<file path="src/rtl/mem_arbiter_if.sv">
// Bus bundle for the two-requester memory arbiter: both requester ports,
// the shared memory port and the owner observability signal.
interface mem_arbiter_if #(
    parameter int WIDTH = 32
) ();
    logic             M0Req;
    logic             M0Write;
    logic [1:0]       M0ByteAccess;
    logic [WIDTH-1:0] M0Adr;
    logic [WIDTH-1:0] M0WData;
    logic             M0Done;
    logic             M0Err;
    logic [WIDTH-1:0] M0RData;

    logic             M1Req;
    logic             M1Write;
    logic [1:0]       M1ByteAccess;
    logic [WIDTH-1:0] M1Adr;
    logic [WIDTH-1:0] M1WData;
    logic             M1Done;
    logic             M1Err;
    logic [WIDTH-1:0] M1RData;

    logic             MemReq;
    logic             MemWrite;
    logic [1:0]       MemByteAccess;
    logic [WIDTH-1:0] MemAdr;
    logic [WIDTH-1:0] MemWData;
    logic [WIDTH-1:0] MemRData;
    logic             MemReady;

    logic             Owner;

    // Arbiter side
    modport slave (
        input  M0Req, M0Write, M0ByteAccess, M0Adr, M0WData,
        input  M1Req, M1Write, M1ByteAccess, M1Adr, M1WData,
        input  MemRData, MemReady,
        output M0Done, M0Err, M0RData,
        output M1Done, M1Err, M1RData,
        output MemReq, MemWrite, MemByteAccess, MemAdr, MemWData,
        output Owner
    );

    // Requester / memory model side
    modport master (
        output M0Req, M0Write, M0ByteAccess, M0Adr, M0WData,
        output M1Req, M1Write, M1ByteAccess, M1Adr, M1WData,
        output MemRData, MemReady,
        input  M0Done, M0Err, M0RData,
        input  M1Done, M1Err, M1RData,
        input  MemReq, MemWrite, MemByteAccess, MemAdr, MemWData,
        input  Owner
    );
endinterface

</file>
<file path="src/rtl/mem_arbiter.sv">
// Round-robin arbiter sharing one memory port between two blocking
// requesters. A granted request is latched, driven onto the memory port
// until MemReady (or timeout), then answered with a one-cycle Done.
module mem_arbiter #(
    parameter int WIDTH   = 32,
    parameter int TIMEOUT = 15
) (
    input  logic          CLK,
    input  logic          Reset,
    mem_arbiter_if.slave  bus
);

    localparam int             CW         = (TIMEOUT > 0) ? $clog2(TIMEOUT + 1) : 1;
    localparam logic [CW-1:0]  CNT_MAX    = CW'(TIMEOUT);
    localparam bit             TIMEOUT_EN = (TIMEOUT != 0);

    typedef enum logic [1:0] {
        IDLE   = 2'd0,
        ACCESS = 2'd1,
        RESP   = 2'd2
    } state_t;

    state_t           state_q;
    logic             owner_q;
    logic             last_owner_q;
    logic [CW-1:0]    cnt_q;
    logic             write_q;
    logic [1:0]       ba_q;
    logic [WIDTH-1:0] adr_q;
    logic [WIDTH-1:0] wdata_q;
    logic             mem_req_q;
    logic             mem_write_q;
    logic             done0_q;
    logic             done1_q;
    logic             err0_q;
    logic             err1_q;
    logic [WIDTH-1:0] rdata0_q;
    logic [WIDTH-1:0] rdata1_q;

    logic             grant_valid_s;
    logic             grant_id_s;
    logic             win_write_s;
    logic [1:0]       win_ba_s;
    logic [WIDTH-1:0] win_adr_s;
    logic [WIDTH-1:0] win_wdata_s;

    // Round-robin pick: on contention the requester that did not win last time goes next
    always_comb begin
        grant_valid_s = 1'b0;
        grant_id_s    = 1'b0;
        if (bus.M0Req && bus.M1Req) begin
            grant_valid_s = 1'b1;
            grant_id_s    = ~last_owner_q;
        end else if (bus.M0Req) begin
            grant_valid_s = 1'b1;
            grant_id_s    = 1'b0;
        end else if (bus.M1Req) begin
            grant_valid_s = 1'b1;
            grant_id_s    = 1'b1;
        end else begin
            grant_valid_s = 1'b0;
            grant_id_s    = 1'b0;
        end
    end

    // Select the winner's request fields for latching
    always_comb begin
        win_write_s = bus.M0Write;
        win_ba_s    = bus.M0ByteAccess;
        win_adr_s   = bus.M0Adr;
        win_wdata_s = bus.M0WData;
        if (grant_id_s) begin
            win_write_s = bus.M1Write;
            win_ba_s    = bus.M1ByteAccess;
            win_adr_s   = bus.M1Adr;
            win_wdata_s = bus.M1WData;
        end else begin
            win_write_s = bus.M0Write;
            win_ba_s    = bus.M0ByteAccess;
            win_adr_s   = bus.M0Adr;
            win_wdata_s = bus.M0WData;
        end
    end

    // Arbitration FSM with all bus and response outputs registered
    always_ff @(posedge CLK or negedge Reset) begin
        if (!Reset) begin
            state_q      <= IDLE;
            owner_q      <= 1'b0;
            last_owner_q <= 1'b1;
            cnt_q        <= '0;
            write_q      <= 1'b0;
            ba_q         <= 2'b00;
            adr_q        <= '0;
            wdata_q      <= '0;
            mem_req_q    <= 1'b0;
            mem_write_q  <= 1'b0;
            done0_q      <= 1'b0;
            done1_q      <= 1'b0;
            err0_q       <= 1'b0;
            err1_q       <= 1'b0;
            rdata0_q     <= '0;
            rdata1_q     <= '0;
        end else begin
            // Done/Err are single-cycle pulses unless set below
            done0_q <= 1'b0;
            done1_q <= 1'b0;
            err0_q  <= 1'b0;
            err1_q  <= 1'b0;
            case (state_q)
                IDLE: begin
                    if (grant_valid_s) begin
                        owner_q      <= grant_id_s;
                        last_owner_q <= grant_id_s;
                        write_q      <= win_write_s;
                        ba_q         <= win_ba_s;
                        adr_q        <= win_adr_s;
                        wdata_q      <= win_wdata_s;
                        cnt_q        <= '0;
                        mem_req_q    <= 1'b1;
                        mem_write_q  <= win_write_s;
                        state_q      <= ACCESS;
                    end else begin
                        state_q <= IDLE;
                    end
                end
                ACCESS: begin
                    if (bus.MemReady) begin
                        // Completion wins over a coincident timeout; stores keep RData
                        if (!write_q) begin
                            if (owner_q) begin
                                rdata1_q <= bus.MemRData;
                            end else begin
                                rdata0_q <= bus.MemRData;
                            end
                        end else begin
                            rdata0_q <= rdata0_q;
                        end
                        done0_q     <= ~owner_q;
                        done1_q     <= owner_q;
                        mem_req_q   <= 1'b0;
                        mem_write_q <= 1'b0;
                        state_q     <= RESP;
                    end else if (TIMEOUT_EN && (cnt_q == CNT_MAX)) begin
                        if (owner_q) begin
                            rdata1_q <= '0;
                        end else begin
                            rdata0_q <= '0;
                        end
                        done0_q     <= ~owner_q;
                        done1_q     <= owner_q;
                        err0_q      <= ~owner_q;
                        err1_q      <= owner_q;
                        mem_req_q   <= 1'b0;
                        mem_write_q <= 1'b0;
                        state_q     <= RESP;
                    end else begin
                        // Saturating wait counter
                        if (cnt_q != CNT_MAX) begin
                            cnt_q <= cnt_q + CW'(1);
                        end else begin
                            cnt_q <= cnt_q;
                        end
                        state_q <= ACCESS;
                    end
                end
                RESP: begin
                    state_q <= IDLE;
                end
                default: begin
                    mem_req_q   <= 1'b0;
                    mem_write_q <= 1'b0;
                    state_q     <= IDLE;
                end
            endcase
        end
    end

    assign bus.MemReq        = mem_req_q;
    assign bus.MemWrite      = mem_write_q;
    assign bus.MemByteAccess = ba_q;
    assign bus.MemAdr        = adr_q;
    assign bus.MemWData      = wdata_q;
    assign bus.M0Done        = done0_q;
    assign bus.M1Done        = done1_q;
    assign bus.M0Err         = err0_q;
    assign bus.M1Err         = err1_q;
    assign bus.M0RData       = rdata0_q;
    assign bus.M1RData       = rdata1_q;
    assign bus.Owner         = owner_q;

endmodule

</file>
<file path="src/flat_wrapper.sv">
// flat-port wrapper written by rule: the top's interface ports become plain ports
module mem_arbiter_flat 
#(
    parameter int WIDTH   = 32,
    parameter int TIMEOUT = 15
)
  (CLK, Reset, bus_M0Req, bus_M0Write, bus_M0ByteAccess, bus_M0Adr, bus_M0WData, bus_M1Req, bus_M1Write, bus_M1ByteAccess, bus_M1Adr, bus_M1WData, bus_MemRData, bus_MemReady, bus_M0Done, bus_M0Err, bus_M0RData, bus_M1Done, bus_M1Err, bus_M1RData, bus_MemReq, bus_MemWrite, bus_MemByteAccess, bus_MemAdr, bus_MemWData, bus_Owner);
  mem_arbiter_if #(.WIDTH(WIDTH)) bus_i ();
  input  logic CLK;
  input  logic Reset;
  input wire logic [$bits(bus_i.M0Req)-1:0] bus_M0Req;
  input wire logic [$bits(bus_i.M0Write)-1:0] bus_M0Write;
  input wire logic [$bits(bus_i.M0ByteAccess)-1:0] bus_M0ByteAccess;
  input wire logic [$bits(bus_i.M0Adr)-1:0] bus_M0Adr;
  input wire logic [$bits(bus_i.M0WData)-1:0] bus_M0WData;
  input wire logic [$bits(bus_i.M1Req)-1:0] bus_M1Req;
  input wire logic [$bits(bus_i.M1Write)-1:0] bus_M1Write;
  input wire logic [$bits(bus_i.M1ByteAccess)-1:0] bus_M1ByteAccess;
  input wire logic [$bits(bus_i.M1Adr)-1:0] bus_M1Adr;
  input wire logic [$bits(bus_i.M1WData)-1:0] bus_M1WData;
  input wire logic [$bits(bus_i.MemRData)-1:0] bus_MemRData;
  input wire logic [$bits(bus_i.MemReady)-1:0] bus_MemReady;
  output wire logic [$bits(bus_i.M0Done)-1:0] bus_M0Done;
  output wire logic [$bits(bus_i.M0Err)-1:0] bus_M0Err;
  output wire logic [$bits(bus_i.M0RData)-1:0] bus_M0RData;
  output wire logic [$bits(bus_i.M1Done)-1:0] bus_M1Done;
  output wire logic [$bits(bus_i.M1Err)-1:0] bus_M1Err;
  output wire logic [$bits(bus_i.M1RData)-1:0] bus_M1RData;
  output wire logic [$bits(bus_i.MemReq)-1:0] bus_MemReq;
  output wire logic [$bits(bus_i.MemWrite)-1:0] bus_MemWrite;
  output wire logic [$bits(bus_i.MemByteAccess)-1:0] bus_MemByteAccess;
  output wire logic [$bits(bus_i.MemAdr)-1:0] bus_MemAdr;
  output wire logic [$bits(bus_i.MemWData)-1:0] bus_MemWData;
  output wire logic [$bits(bus_i.Owner)-1:0] bus_Owner;
  assign bus_i.M0Req = bus_M0Req;
  assign bus_i.M0Write = bus_M0Write;
  assign bus_i.M0ByteAccess = bus_M0ByteAccess;
  assign bus_i.M0Adr = bus_M0Adr;
  assign bus_i.M0WData = bus_M0WData;
  assign bus_i.M1Req = bus_M1Req;
  assign bus_i.M1Write = bus_M1Write;
  assign bus_i.M1ByteAccess = bus_M1ByteAccess;
  assign bus_i.M1Adr = bus_M1Adr;
  assign bus_i.M1WData = bus_M1WData;
  assign bus_i.MemRData = bus_MemRData;
  assign bus_i.MemReady = bus_MemReady;
  assign bus_M0Done = bus_i.M0Done;
  assign bus_M0Err = bus_i.M0Err;
  assign bus_M0RData = bus_i.M0RData;
  assign bus_M1Done = bus_i.M1Done;
  assign bus_M1Err = bus_i.M1Err;
  assign bus_M1RData = bus_i.M1RData;
  assign bus_MemReq = bus_i.MemReq;
  assign bus_MemWrite = bus_i.MemWrite;
  assign bus_MemByteAccess = bus_i.MemByteAccess;
  assign bus_MemAdr = bus_i.MemAdr;
  assign bus_MemWData = bus_i.MemWData;
  assign bus_Owner = bus_i.Owner;
  mem_arbiter #(.WIDTH(WIDTH), .TIMEOUT(TIMEOUT)) u_core (.CLK(CLK), .Reset(Reset), .bus(bus_i));
endmodule
</file>
<file path="config.mk">
export PLATFORM = sky130hd
export DESIGN_NAME = mem_arbiter_flat
export DESIGN_NICKNAME = d
export VERILOG_FILES = /design/src/rtl/mem_arbiter_if.sv /design/src/rtl/mem_arbiter.sv /design/src/flat_wrapper.sv
export SDC_FILE = /design/constraint.sdc
export NUM_CORES = 1
export LEC_CHECK = 0
export ABC_AREA = 1
export CAP_MARGIN = 15
export CORE_ASPECT_RATIO = 1.2
export CORE_MARGIN = 5
export CORE_UTILIZATION = 42
export CTS_CLUSTER_DIAMETER = 200
export DETAILED_ROUTE_END_ITERATION = 7
export GPL_TIMING_DRIVEN = 0
export PLACE_DENSITY = 0.83
export SLEW_MARGIN = 20
export SYNTH_ARGS = -nofsm -noshare
export SYNTH_HDL_FRONTEND = slang
export SYNTH_SLANG_ARGS = --single-unit
</file>
<file path="constraint.sdc">
create_clock -name CLK -period 1.6 [get_ports CLK]
set_input_delay 0.24 -clock CLK [delete_from_list [all_inputs] [get_ports CLK]]
set_output_delay 0.24 -clock CLK [all_outputs]
set_load 0.02 [all_outputs]
</file>
Word-level counts from Yosys, hierarchy flattened --
Cells that the tools add are included. Widths: inputs -> output; s select.
Cells by class: add/sub/neg operators 1, equal/unequal tests 10, mux-type cells 44, bitwise logic cells 3, reductions and logical operators 9
Operators with widths (number):
- $mux 32 | 12
- $mux 1 | 21
- $mux 4 | 4
- $pmux 4 s2 | 1
- $reduce_and 4->1 | 2
- $mux 2 | 3
- $ne 2x2->1 const B | 3
- $pmux 1 s3 | 2
- $reduce_and 5->1 | 1
- $add 4x1->4 const B | 1
- $eq 4x4->1 const B | 1
- $ne 2x1->1 const B | 2
- $ne 4x4->1 const B | 1
- $pmux 2 s2 | 1
- $reduce_bool 2->1 | 2
- $ne 3x2->1 const B | 1
- $not 1->1 | 3
- $reduce_and 3->1 | 1
- $eq 2x1->1 const B | 1
- $eq 2x2->1 const B | 1
- $logic_not 2->1 | 1
- $reduce_and 2->1 | 1
- $logic_and 1x1->1 | 1
Word-level totals: bits in registers 145, input bits 171

Longest topological paths before layout --
Gate-level depths: netlist of run 1.
depth after elaboration 6, depth in mapped cells 7, gate-level depth less buffers 7

Worst setup path before layout of run 1 --
OpenSTA, ideal clock, no wires.
path kind reg2reg, start point register u_core.last_owner_q, end point register u_core.wdata_q[10], in the netlist u_core.bus.MemWData[10], setup time 124 ps, data arrival time 1250 ps, slack 226 ps, stages on the path, launching flop included 8, path buffers 2, period minus slack after synthesis 1374 ps, cells stage by stage dfstp_2 -> nand2_1 -> nand2_1 -> buf_2 -> buf_2 -> nand2_1 -> o211ai_1 -> nand2_1
Between the ends: cells in the longest elaborated chain, start to end 3
RTL lines:
- from (decl) | line mem_arbiter.sv:25 | logic last_owner_q;
- from (signal assigned) | line mem_arbiter.sv:114 | last_owner_q <= grant_id_s;
- $not 1->1 | line mem_arbiter.sv:53 | grant_id_s = ~last_owner_q;
- $mux 1 | line mem_arbiter.sv:51 | if (bus.M0Req && bus.M1Req) begin
- $mux 32 | line mem_arbiter.sv:72 | if (grant_id_s) begin
- to (signal assigned) | line mem_arbiter.sv:118 | wdata_q <= win_wdata_s;
- to (decl) | line mem_arbiter.sv:30 | logic [WIDTH-1:0] wdata_q;
No other way between the ends. A chain may end at the register's enable or synchronous reset.

Worst setup path after layout of run 1 --
start point register u_core.cnt_q[0], end point register u_core.rdata0_q[9], in the netlist u_core.bus.M0RData[9]
Between the ends: cells in the longest elaborated chain, start to end 3
RTL lines:
- from (decl) | line mem_arbiter.sv:26 | logic [CW-1:0] cnt_q;
- from (signal assigned) | line mem_arbiter.sv:160 | cnt_q <= cnt_q + CW'(1);
- from (signal assigned) | line mem_arbiter.sv:162 | cnt_q <= cnt_q;
- $eq 4x4->1 | line mem_arbiter.sv:144 | end else if (TIMEOUT_EN && (cnt_q == CNT_MAX)) begin
- $reduce_bool 2->1 (no source line)
- $reduce_and 4->1 (no source line)
- to (signal assigned) | line mem_arbiter.sv:134 | rdata0_q <= bus.MemRData;
- to (signal assigned) | line mem_arbiter.sv:137 | rdata0_q <= rdata0_q;
- to (decl) | line mem_arbiter.sv:37 | logic [WIDTH-1:0] rdata0_q;
No other way between the ends.

==> results of run 1 <==
[power groups by stage]
stage                     Sequential, mW  Combinational, mW  Clock [mW]
final                               6.24               8.96        3.98
after global routing                6.45               9.75        4.21
after CTS                           6.23               8.98        4.05
after detailed placement            6.32               10.0           0
after global placement              6.27               9.85           0
after floorplan                     8.14               3.26           0
[placed cells by master (no fill, tap or decap), types with 2 or more instances in the layout]
cell type	n
clkbuf_16	17
inv_6	5
nor3_1	2
o211ai_1	44
dlygate4sd2_1	135
clkbuf_1	8
nor2_1	6
o21ai_2	32
nand2_2	2
inv_2	4
buf_6	8
dfrtp_2	2
nand3_2	3
nand2_1	305
clkdlybuf4s50_1	167
bufinv_16	2
o21a_1	23
nand4_1	34
buf_4	18
dfrtp_1	142
nand3_1	53
clkinv_4	3
buf_2	25
inv_1	81
dlymetal6s2s_1	2
clkinvlp_4	2
[repair_timing]
item | 4_1_cts | 5_1_grt
setup endpoints to repair | 192 | 100
hold buffers | 1 | 0
hold endpoints to repair | 74 | 0
pin swaps | 0 | 2
gates resized for setup | 140 | 20
cloned | 0 | 1
buffers inserted | 0 | 5
[critical path, cell delays in order, from the launching register on]
cell and delay [ns]:
dfrtp_2 0.42, ha_4 0.16, nand3_2 0.13, nand2_4 0.16
buf_4 0.13, nand3_2 0.12, buf_6 0.21, o21ai_2 0.11
[worst paths after layout]
check | startpoint | endpoint | cells after the start
worst max-delay path | u_core.cnt_q[0]$_DFFE_PN0P_ | u_core.bus.M0RData[9]$_DFFE_PN0P_ | 7
worst min-delay path | bus_MemReady | u_core.bus.M0RData[31]$_DFFE_PN0P_ | 3
worst max register to register | u_core.cnt_q[0]$_DFFE_PN0P_ | u_core.bus.M0RData[9]$_DFFE_PN0P_ | 7
worst min register to register | u_core.bus.M1RData[0]$_DFFE_PN0P_ | u_core.bus.M1RData[0]$_DFFE_PN0P_ | 2
max in group asynchronous | Reset | u_core.last_owner_q$_DFFE_PN1P_ | 3
min in group asynchronous | Reset | u_core.bus.M0RData[15]$_DFFE_PN0P_ | 2
[cells in the mapped netlist, types with 2 or more instances]
| library cell | instances | area, µm² |
|---|---|---|
| buf_2 | 31 | 155 |
| buf_4 | 8 | 60.1 |
| buf_6 | 7 | 78.8 |
| clkbuf_1 | 8 | 30.0 |
| dfrtp_1 | 144 | 3600 |
| inv_1 | 82 | 308 |
| inv_2 | 3 | 11.3 |
| nand2_1 | 307 | 1150 |
| nand3_1 | 53 | 265 |
| nand3_2 | 2 | 20.0 |
| nand4_1 | 34 | 213 |
| nor2_1 | 6 | 22.5 |
| nor2_2 | 2 | 12.5 |
| nor3_1 | 2 | 10.0 |
| o211ai_1 | 44 | 330 |
| o21a_1 | 23 | 173 |
| o21ai_2 | 32 | 280 |
[area by class of cell]
class,count,area (µm²)
buffer,54,347
clock buffer,19,443
clock inverter,13,150
fill,1384,5380
inverter,85,319
multi-input combinational,513,2580
sequential,145,3630
tap,212,265
timing repair buffer,312,2970
[kinds of logic (layout without fill, tap and decap cells)]
logic type | Yosys count | after routing | share of synthesized area, %
adder cells (fa/ha/maj) | 1 | 1 | 0.184
XOR/XNOR | 1 | 1 | 0.129
buffers and inverters | 139 | 483 | 9.43
AND/OR/NAND/NOR | 408 | 409 | 25.3
flip-flops | 145 | 145 | 53.2
AO/OA/AOI/OAI | 102 | 102 | 11.7
[per-stage QoR]
step	TNS, ns	cell area (µm²)	total power, mW	worst slack (ns)	hold WS [ns]
detailed placement	-18.47	10200	16.3	-0.510	0.251
floorplan	0	6820	11.4	0.226	-0.0556
CTS	0	10600	19.3	0.000377	0.207
finish	0	10700	19.2	0.0865	0.211
global placement	-808.09	10100	16.1	-5.48	0.453
global route	0	10700	20.4	0.00250	0.241
[flip-flops by register name (all words and copies together), names as in the netlist, 2 cells and up]
signal and flops:
u_core.bus.M0RData 32, u_core.bus.MemByteAccess 2, u_core.bus.MemAdr 32, u_core.bus.M1RData 32, u_core.cnt_q 4, u_core.state_q 2
u_core.bus.MemWData 32
[layer usage]
metal | part of all wire [%] | global-route usage, % | vias to the layer above
met3 | 8.0 | 7.18 | 44
met4 | 3.3 | 9.12 | 0
met2 | 51 | 40.8 | 263
met5 | 0 | 0 | -
li1 | - | - | 3243
met1 | 38 | 26.5 | 3099
==> qor.yml, run 1 <==
synth_edf_count: 0
final_cells: 1353
cts_sinks: 145
cts_buffers: 17
intPower_mw: 11.2
die_y_um: 150
ys.flop_type: "dfrtp_1"
avgRoutedWirePerCell_um: 16.4
ys_seq_elements: 145
layout-drive-gt1-share_pct: 11.7
ys_seq_area_share_pct: 53.2
drv_slew: 0
pwr-share-clk_pct: 20.8
ys.warnings.count: 0
grt-ovfl-total: 0
antenna_found_initial: 0
rsz0062_at_grt: "no"
grt_pass1_vias: 6826
grt_max_degree: 76
syn2layout_area_growth_pct: 57.0
path_clk_slew_ns: 0.06
cp.arrival_ns: 1.85
power_frac_seq_pct: 32.5
rows: 51
crit_fanout: 10
die_area_mm2: 0.0189
drc: 0
worstMarginPinSlew_ns: 0.577
root_buffer: "clkbuf_16"
cp_data_required_time_ns: 1.93
antenna_cells: 0
pin_count: 308
r2r_slack_ns: 0.09
gp_congestion: 0.871
ir_worst_vdd_v: 0.000913
sw_frac_of_total_pct: 41.9
ys_types: 25
p_comb_share_pct: 46.7
core-area_mm2: 0.0161
routed_wl_mm: 22.2
cts_buffer_depth: 2
grt_pass1_wl_mm: 35.1
final-setup-viol-count: 0
dpl.hpwl_mm: 17.2
hold_viol: 0
synth-async-reset-ratio_pct: 100
layout_min_cycle_time_ns: 1.51
start_kind: "flip-flop"
clock_latency_ns: 0.41
critPathCaptureType: "flip-flop"
viasPerCell: 4.91
syn-num-nets: 968
powerDensity_mw_per_mm2: 1790
drt_iter0_drc: 327
firstDrtPassIters: 4
syn-cell-area_mm2: 0.00682
avgSynthCellArea_um2: 8.56
power_leakage_nw: 5.67
skew_ns: 0.0120
outcome: "completed"
max_cap_viol_count: 0
cts_tree: "yes"
worst-setup-path-type: "reg2reg"
fin_crit_sh_pct: 94.6
final_nets: 1300
vias: 6649
numPortBuffers: 305
max_freq_mhz: 661
die_x_um: 126
grt_usage_pct: 23.2
start_util_pct: 42.4
ant_nets: 0
dp_cells: 1314
relSlewSlack_pct: 61.6
htree_levels: 4
switching_power_mw: 8.04
syn_inst: 796
final_util_pct: 66.6
hold_path_class: "in2reg"
No activity file was read; power rests on OpenSTA's default activity.
==> inputs of run 2 (changes only) <==
Settings changed: CTS_CLUSTER_DIAMETER 200 to 80.
==> results of run 2 <==
The final DEF is identical to that of run 1; final timing and power are the same.
